==> config.mk <==
export PLATFORM = sky130hd
export DESIGN_NAME = picorv32_mem_arbiter
export DESIGN_NICKNAME = d
export VERILOG_FILES = /design/src/rtl/picorv32_mem_arbiter.sv
export SDC_FILE = /design/constraint.sdc
export NUM_CORES = 1
export LEC_CHECK = 0
export CORE_AREA = 8 8 116 118
export CTS_CLUSTER_SIZE = 25
export DETAILED_ROUTE_END_ITERATION = 10
export DIE_AREA = 0 0 124 126
export PLACE_DENSITY = 0.71
export SYNTH_ARGS = -nofsm -noshare
export SYNTH_HDL_FRONTEND = slang
export SYNTH_SLANG_ARGS = --single-unit
export TNS_END_PERCENT = 5
==> constraint.sdc <==
create_clock -name clk -period 1.8 [get_ports clk]
set_input_delay 0.18 -clock clk [delete_from_list [all_inputs] [get_ports clk]]
set_output_delay 0.18 -clock clk [all_outputs]
set_load 0.03 [all_outputs]
==> src/rtl/picorv32_mem_arbiter.sv <==
// ---------------------------------------------------------------------------
// picorv32_mem_arbiter
//
// Round-robin arbiter that lets two picorv32 native-memory masters share one
// slave port. A grant is held for exactly one transfer. Every transfer is
// followed by one idle cycle, so s_valid always drops the cycle after
// s_ready. A response watchdog aborts a transfer whose slave never answers.
//
// Ports
//   clk, resetn              clock, asynchronous active-low reset
//   m0_* / m1_*              master request (valid/instr/addr/wdata/wstrb)
//                            and completion (ready/rdata)
//   s_*                      shared slave port
//   err                      one-cycle pulse when the watchdog aborts
//   gnt                      one-hot current owner, 00 when idle
//
// Parameters
//   TIMEOUT                  BUSY cycles allowed without s_ready, 0 = off
//   ERR_DATA                 rdata returned to the master on an abort
//
// state | meaning
// ------+-------------------------------------------------------------
// IDLE  | no owner; picks the next master, preferring not last_grant
// BUSY0 | master 0 owns the slave port, waiting for s_ready
// BUSY1 | master 1 owns the slave port, waiting for s_ready
// ABORT | watchdog expired; owner gets ready + ERR_DATA for one cycle
// ---------------------------------------------------------------------------
module picorv32_mem_arbiter #(
    parameter int          TIMEOUT  = 64,
    parameter logic [31:0] ERR_DATA = 32'hDEAD_BEEF
) (
    input  logic        clk,
    input  logic        resetn,

    input  logic        m0_valid,
    input  logic        m0_instr,
    input  logic [31:0] m0_addr,
    input  logic [31:0] m0_wdata,
    input  logic [3:0]  m0_wstrb,
    output logic        m0_ready,
    output logic [31:0] m0_rdata,

    input  logic        m1_valid,
    input  logic        m1_instr,
    input  logic [31:0] m1_addr,
    input  logic [31:0] m1_wdata,
    input  logic [3:0]  m1_wstrb,
    output logic        m1_ready,
    output logic [31:0] m1_rdata,

    output logic        s_valid,
    output logic        s_instr,
    output logic [31:0] s_addr,
    output logic [31:0] s_wdata,
    output logic [3:0]  s_wstrb,
    input  logic        s_ready,
    input  logic [31:0] s_rdata,

    output logic        err,
    output logic [1:0]  gnt
);

    localparam int CW = (TIMEOUT > 0) ? $clog2(TIMEOUT + 1) : 1;
    localparam logic [CW-1:0] TO_VAL  = CW'(TIMEOUT);
    localparam bit            WDOG_EN = (TIMEOUT > 0);

    localparam logic [1:0] IDLE  = 2'd0;
    localparam logic [1:0] BUSY0 = 2'd1;
    localparam logic [1:0] BUSY1 = 2'd2;
    localparam logic [1:0] ABORT = 2'd3;

    logic [1:0]    state, state_nxt;
    logic          owner, owner_nxt;
    logic          last_grant, last_grant_nxt;
    logic [CW-1:0] wdog, wdog_nxt;
    logic [CW-1:0] wdog_inc;
    logic          busy;
    logic          abort0, abort1;

    assign wdog_inc = wdog + CW'(1);

    always_ff @(posedge clk or negedge resetn) begin
        if (!resetn) begin
            state      <= IDLE;
            owner      <= 1'b0;
            last_grant <= 1'b1;
            wdog       <= '0;
        end else begin
            state      <= state_nxt;
            owner      <= owner_nxt;
            last_grant <= last_grant_nxt;
            wdog       <= wdog_nxt;
        end
    end

    always_comb begin
        state_nxt      = state;
        owner_nxt      = owner;
        last_grant_nxt = last_grant;
        wdog_nxt       = wdog;
        case (state)
            IDLE: begin
                wdog_nxt = '0;
                // m0 wins unless m1 is also asking and m0 had the last turn
                if (m0_valid && (!m1_valid || last_grant)) begin
                    state_nxt = BUSY0;
                    owner_nxt = 1'b0;
                end else if (m1_valid) begin
                    state_nxt = BUSY1;
                    owner_nxt = 1'b1;
                end
            end
            BUSY0, BUSY1: begin
                // a response on the expiry edge still completes normally
                if (s_ready) begin
                    last_grant_nxt = owner;
                    state_nxt      = IDLE;
                end else if (WDOG_EN) begin
                    if (wdog_inc == TO_VAL) begin
                        state_nxt = ABORT;
                    end else begin
                        wdog_nxt = wdog_inc;
                    end
                end
            end
            ABORT: begin
                last_grant_nxt = owner;
                state_nxt      = IDLE;
            end
            default: begin
                state_nxt = IDLE;
            end
        endcase
    end

    assign busy   = (state == BUSY0) || (state == BUSY1);
    assign abort0 = (state == ABORT) && !owner;
    assign abort1 = (state == ABORT) && owner;

    assign s_valid = busy;
    assign s_instr = busy ? (owner ? m1_instr : m0_instr) : 1'b0;
    assign s_addr  = busy ? (owner ? m1_addr  : m0_addr)  : 32'h0;
    assign s_wdata = busy ? (owner ? m1_wdata : m0_wdata) : 32'h0;
    assign s_wstrb = busy ? (owner ? m1_wstrb : m0_wstrb) : 4'h0;

    // s_ready is only ever routed to the owner while BUSY
    assign m0_ready = ((state == BUSY0) && s_ready) || abort0;
    assign m1_ready = ((state == BUSY1) && s_ready) || abort1;
    assign m0_rdata = (state == BUSY0) ? s_rdata : (abort0 ? ERR_DATA : 32'h0);
    assign m1_rdata = (state == BUSY1) ? s_rdata : (abort1 ? ERR_DATA : 32'h0);

    assign err = (state == ABORT);
    assign gnt = (state == IDLE) ? 2'b00 : (owner ? 2'b10 : 2'b01);

endmodule

==> metrics.md, run 1 <==
| Metric | Value |
|---|---|
| Die X | `124 um` |
| Asr flop ratio synth | `100%` |
| Final setup TNS | `0 ns` |
| Critical path fanouts, max | `24` |
| Register area share after synthesis | `11.8%` |
| Total gr overflow | `0` |
| Post-synth EDFFs | `0` |
| Vias in the first global route | `3856` |
| Pre-Repair DR Iteration Count | `4` |
| Number of H-tree levels | `1` |
| DRT Wirelength | `15300 um` |
| Clk sink count | `11` |
| Critical path cell sequence | `buf_6 -> ha_2 -> nand3b_1 -> buf_12 -> nand2_1 -> buf_6` |
| WL/cell | `19.2 um` |
| Setup violations, final | `0` |
| First-pass GRT wire length | `21700 um` |
| CTS tree | `done` |
| I/O Buffers | `313` |
| R2R setup slack | `0.05 ns` |
| Final setup margin | `0.0211 ns` |
| Cell Pwr Density | `2090 nW/um^2` |
| Tmin final | `1.78 ns` |
| Crit. End Element | `output port` |
| # diodes | `0` |
| Final worst path period share | `98.8%` |
| Iter 0 DRT Violations | `150` |
| Root Driver | `clkbuf_16` |
| Crit path max-delay family | `buffers and inverters` |
| Net Count, Synth | `524` |
| Worst Tran Pin Value | `0.517 ns` |
| Post-synth cell types | `41` |
| DRC viols | `0` |
| Total Die Area | `15600 um^2` |
| Core area | `11700 um^2` |
| Finished Layout Cells | `797` |
| Row cnt | `40` |
| Placed cell count | `787` |
| Area of the mapped netlist | `2340 um^2` |
| Initial Util | `20.0%` |
| Clk Latency, worst-skew pair | `0.24 ns` |
| Pin count of the biggest net entering global routing | `54` |
| Cts hold-fix bufs | `0` |
| Cell leakage power | `3.07 nW` |
| Final hold vios | `0` |
| Worst path slowest cell | `dfrtp_1` |
| Max Clock Skew | `0.00459 ns` |
| Layout cell share with drive strength beyond 1 | `31.7%` |
| Primary FF master, synth | `dfrtp_1` |
| Max incr delay on CP | `0.39 ns` |
| Nets@finish | `831` |
| Critical Setup Path Class | `reg2out` |
| Dpl hpwl | `12300 um` |
| Place WS | `0.0733 ns` |
| Longest Clk Path Bufs | `2` |
| Status | `finished, final reports clean` |
| Layout area overhead | `158%` |
| Synthesized instance count | `344` |
| RSZ-0062 raised after global routing | `yes` |
| Avg Cell Area, Syn | `6.79 um^2` |
| Peak Freq | `562 MHz` |
| Synth Warn # | `0` |
| GRT Total Usage | `17.6%` |
| WP buf/inv | `3` |
| Maximum vdd drop | `1.03 mV` |
| Hold Path Class | `in2async` |
| Clock Pin Slew Worst Setup and Hold Paths | `0.04 ns` |
| Setup crit start kind | `flip-flop` |
| Placer Congestion | `0.853` |
| Via/cell ratio | `4.72` |
| Synth Register Bits | `11` |
| CTS Buf Count | `3` |
| Fill cell count | `1054` |
| Headroom to the max-slew limit | `65.4%` |
| Die H | `126 um` |
| Initial antenna violation count | `1` |
| Crit path DAT | `1.60 ns` |
| Via count | `3765` |
| Worst path most repeated cell | `buf_6` |
| CP required | `1.62 ns` |
| Slew Viols, Final | `0` |
| ANT nets after route | `0` |
| Max Cap Viol | `0` |
| Top Ports | `314` |
per-stage QoR:
stage | power (mW) | instance area [um^2] | hold WS [ns] | util (%)
finish | 12.6 | 6030 | 0.283 | 51.5
global route | 13.2 | 6030 | 0.326 | 51.5
CTS | 12.3 | 5820 | 0.308 | 49.7
detailed placement | 11.0 | 5510 | 0.543 | 47.0
global placement | 10.9 | 5510 | 0.539 | 47.0
floorplan | 6.69 | 2370 | -0.116 | -
metal layers:
| metal | vias up | share of wire, % | global-route usage [%] |
|---|---|---|---|
| li1 | 1782 | - | - |
| met1 | 1704 | 35 | 17.6 |
| met2 | 250 | 51 | 33.2 |
| met3 | 27 | 12 | 5.72 |
| met4 | 2 | 2.5 | 4.76 |
| met5 | - | 0.085 | 0 |
Yosys cell counts, drive strengths merged (3+ instances only):
cell	instances	area [um^2]
buf	14	72.6
mux2i	70	701
ha	5	62.6
a31oi	3	18.8
nand2	59	221
o21ai	4	20.0
dfrtp	10	250
inv	6	22.5
and2	16	100
clkbuf	17	63.8
a21oi	7	38.8
nor2b	4	25.0
a21o	27	203
nor2	74	278
repair_timing:
item | in CTS | in global routing
setup buffers | 4 | 0
setup endpoints to repair | 102 | 86
pin swaps | 2 | 1
resized for setup | 32 | 65
cloned | 3 | 0
kinds of logic (layout without fill, tap and decap cells):
group	Yosys count	after routing	share of synthesized area (%)
flip-flops	11	11	11.8
AO/OA/AOI/OAI	53	53	17.2
buffers and inverters	37	343	6.80
AND/OR/NAND/NOR	166	166	30.7
adder cells (fa/ha/maj)	5	5	2.68
multiplexers	71	71	30.5
XOR/XNOR	1	1	0.375
flip-flops by register name (all words and copies together) (netlist names):
name and flops:
owner 1, last_grant 1, state 2, wdog 7
worst paths after layout:
kind,from,cells past startpoint,to
setup / recovery,state[1],6,m1_rdata[19]
hold reg to reg,wdog[6],1,wdog[6]
min in group clk,wdog[6],1,wdog[6]
max in group asynchronous,resetn,1,owner
setup reg to reg,wdog[0],6,state[0]
hold / removal,resetn,1,owner
cells in the final DEF, fill, tap and decap left out, types with 10 or more instances in the layout:
cell type / netlist / routed
buf_12: 0 / 15
nor2_1: 74 / 60
and2_1: 16 / 16
buf_4: 0 / 87
nor2_2: 0 / 10
nand2_1: 59 / 51
mux2i_1: 70 / 65
buf_6: 1 / 52
clkdlybuf4s50_1: 0 / 174
a21o_1: 27 / 27
cell type report:
type	instances	area [um^2]	area share (%)
multi-input combinational	296	2060	34.2
tap	147	184	3.05
inverter	6	25.0	0.415
clock buffer	4	78.8	1.31
timing repair buffer	333	3400	56.4
sequential	11	282	4.67
worst reg2reg max path, cell delays in order (launching register included):
cell and delay, ns:
dfrtp_2 0.44, and3_4 0.22, a311o_1 0.41, a22oi_4 0.20
buf_4 0.16, o21ai_0 0.08, a21oi_1 0.15
where the power goes:
| part | switching (mW) | leakage [nW] | internal, mW |
|---|---|---|---|
| registers | 0.0864 | 0.139 | 0.339 |
| logic | 6.81 | 2.89 | 4.94 |
| clock network | 0.119 | 0.0382 | 0.298 |
Note: power is estimated with default switching activity, not from simulation.
==> run 2, diff against run 1 <==
- MAX_ROUTING_LAYER: not set -> met4
==> metrics.md, run 2 (synthesis gave the netlist of run 1 again) <==
| Metric | Value |
|---|---|
| WL/cell | `19.0 um` |
| Iter 0 DRT Violations | `197` |
| Cell Pwr Density | `2080 nW/um^2` |
| Clk Latency, worst-skew pair | `0.24 ns` |
| Tmin final | `1.80 ns` |
| Max Clock Skew | `0.00435 ns` |
| Worst Tran Pin Value | `0.512 ns` |
| Clk sink count | `11` |
| Total gr overflow | `0` |
| Fill cell count | `1056` |
| Depth of the worst register-to-register path | `6` |
| DRC viols | `0` |
| Maximum vdd drop | `1.03 mV` |
| Setup crit start kind | `flip-flop` |
| Final worst path period share | `99.9%` |
| Final setup TNS | `0 ns` |
| Initial Util | `20.0%` |
| CP required | `1.62 ns` |
| Setup violations, final | `0` |
| Commonest non-fill, non-tap cells in the layout | `clkdlybuf4s50_1 (174), buf_4 (96), nor2_1 (67), mux2i_1 (64), nand2_1 (51)` |
| Place WS | `0.0733 ns` |
| Max Cap Viol | `0` |
| Crit. End Element | `output port` |
| RSZ-0062 raised after global routing | `yes` |
| Layout cell share with drive strength beyond 1 | `30.7%` |
| Die X | `124 um` |
| Total power | `12.5 mW` |
| Status | `finished, final reports clean` |
| Clock Pin Slew Worst Setup and Hold Paths | `0.04 ns` |
| Dpl hpwl | `12300 um` |
| Cell leakage power | `3.06 nW` |
| Max reg flops | `7` |
| Critical Setup Path Class | `reg2out` |
| Via count | `3740` |
| Via/cell ratio | `4.68` |
| Pin count of the biggest net entering global routing | `54` |
| Final setup margin | `0.00107 ns` |
| GRT Total Usage | `18.1%` |
| Critical path fanouts, max | `24` |
| CTS tree | `done` |
| Cts hold-fix bufs | `0` |
| ANT nets after route | `0` |
| Top Ports | `314` |
| Register name with the most flops | `wdog` |
| Post-layout util | `51.2%` |
| Peak Freq | `556 MHz` |
| Initial antenna violation count | `1` |
| Die H | `126 um` |
| DRT Wirelength | `15200 um` |
| First-pass GRT wire length | `21700 um` |
| Layout area overhead | `157%` |
| Final hold vios | `0` |
| Vias in the first global route | `3870` |
| Reg-to-Reg Start | `wdog[0]` |
| Hold Path Class | `in2async` |
| Number of H-tree levels | `1` |
| Core area | `11700 um^2` |
| I/O Buffers | `313` |
| Most common cell after layout, fill and taps aside | `clkdlybuf4s50_1` |
| Pre-Repair DR Iteration Count | `4` |
| Slew Viols, Final | `0` |
| Nets@finish | `832` |
| Crit path DAT | `1.62 ns` |
| Worst r2r dst | `state[0]` |
| Biggest regs | `wdog x7, state x2` |
| Root Driver | `clkbuf_16` |
| Row cnt | `40` |
| Total Die Area | `15600 um^2` |
| Headroom to the max-slew limit | `65.7%` |
| R2R setup slack | `0.05 ns` |
| CTS Buf Count | `3` |
| Longest Clk Path Bufs | `2` |
| Placer Congestion | `0.867` |
[run 2: cell count changes in the layout (fill, tap and decap cells not counted), sizes merged]
cell   change
diode      +1
buf        +1
[run 2: area by class of cell]
class / count / area [um^2] / area share (%)
antenna: 1 / 2.50 / 0.0417
clock buffer: 4 / 78.8 / 1.31
inverter: 6 / 25.0 / 0.417
multi-input combinational: 296 / 2050 / 34.2
sequential: 11 / 282 / 4.69
tap: 147 / 184 / 3.06
timing repair buffer: 334 / 3380 / 56.3
[run 2: critical path, cell delays in order, from the launching register on]
cell	delay (ns)
dfrtp_1	0.39
buf_6	0.14
ha_1	0.18
nand3b_1	0.21
buf_12	0.19
nand2_1	0.11
buf_6	0.14
[run 2: what timing repair did]
item	CTS	global route
resized for setup	32	51
setup endpoints to repair	102	87
setup buffers	4	1
pin swaps	2	1
gates cloned	3	0
[run 2: per-layer routing]
metal | part of all wire [%] | global-route usage [%] | vias to the layer above | wire (um)
met5 | 0 | - | - | 0
met4 | 2.2 | 4.76 | 0 | 339
met3 | 10 | 4.33 | 23 | 1530
met2 | 51 | 33.3 | 247 | 7760
met1 | 37 | 18.5 | 1686 | 5540
li1 | - | - | 1784 | -
[run 2: through the flow]
stage                     std cells  hold WS, ns  instance area [um^2]
after floorplan                 344       -0.116                  2370
after CTS                       797        0.308                  5820
after detailed placement        787        0.543                  5510
final                           799        0.280                  6000
after global placement          787        0.539                  5510
after global routing            799        0.329                  6000
[run 2: power breakdown]
group	internal (mW)	leakage (nW)	switching (mW)
Sequential	0.339	0.139	0.0857
Clock	0.298	0.0382	0.120
Combinational	4.88	2.89	6.74
Total	5.52	3.06	6.95
[run 2: worst max path at each step]
stage	startpoint	to
floorplan	state[1]	wdog[2]
global placement	wdog[0]	wdog[0]
detailed placement	state[1]	wdog[5]
CTS	state[1]	m0_rdata[0]
global route	state[1]	m1_rdata[19]
finish	state[1]	m1_rdata[19]
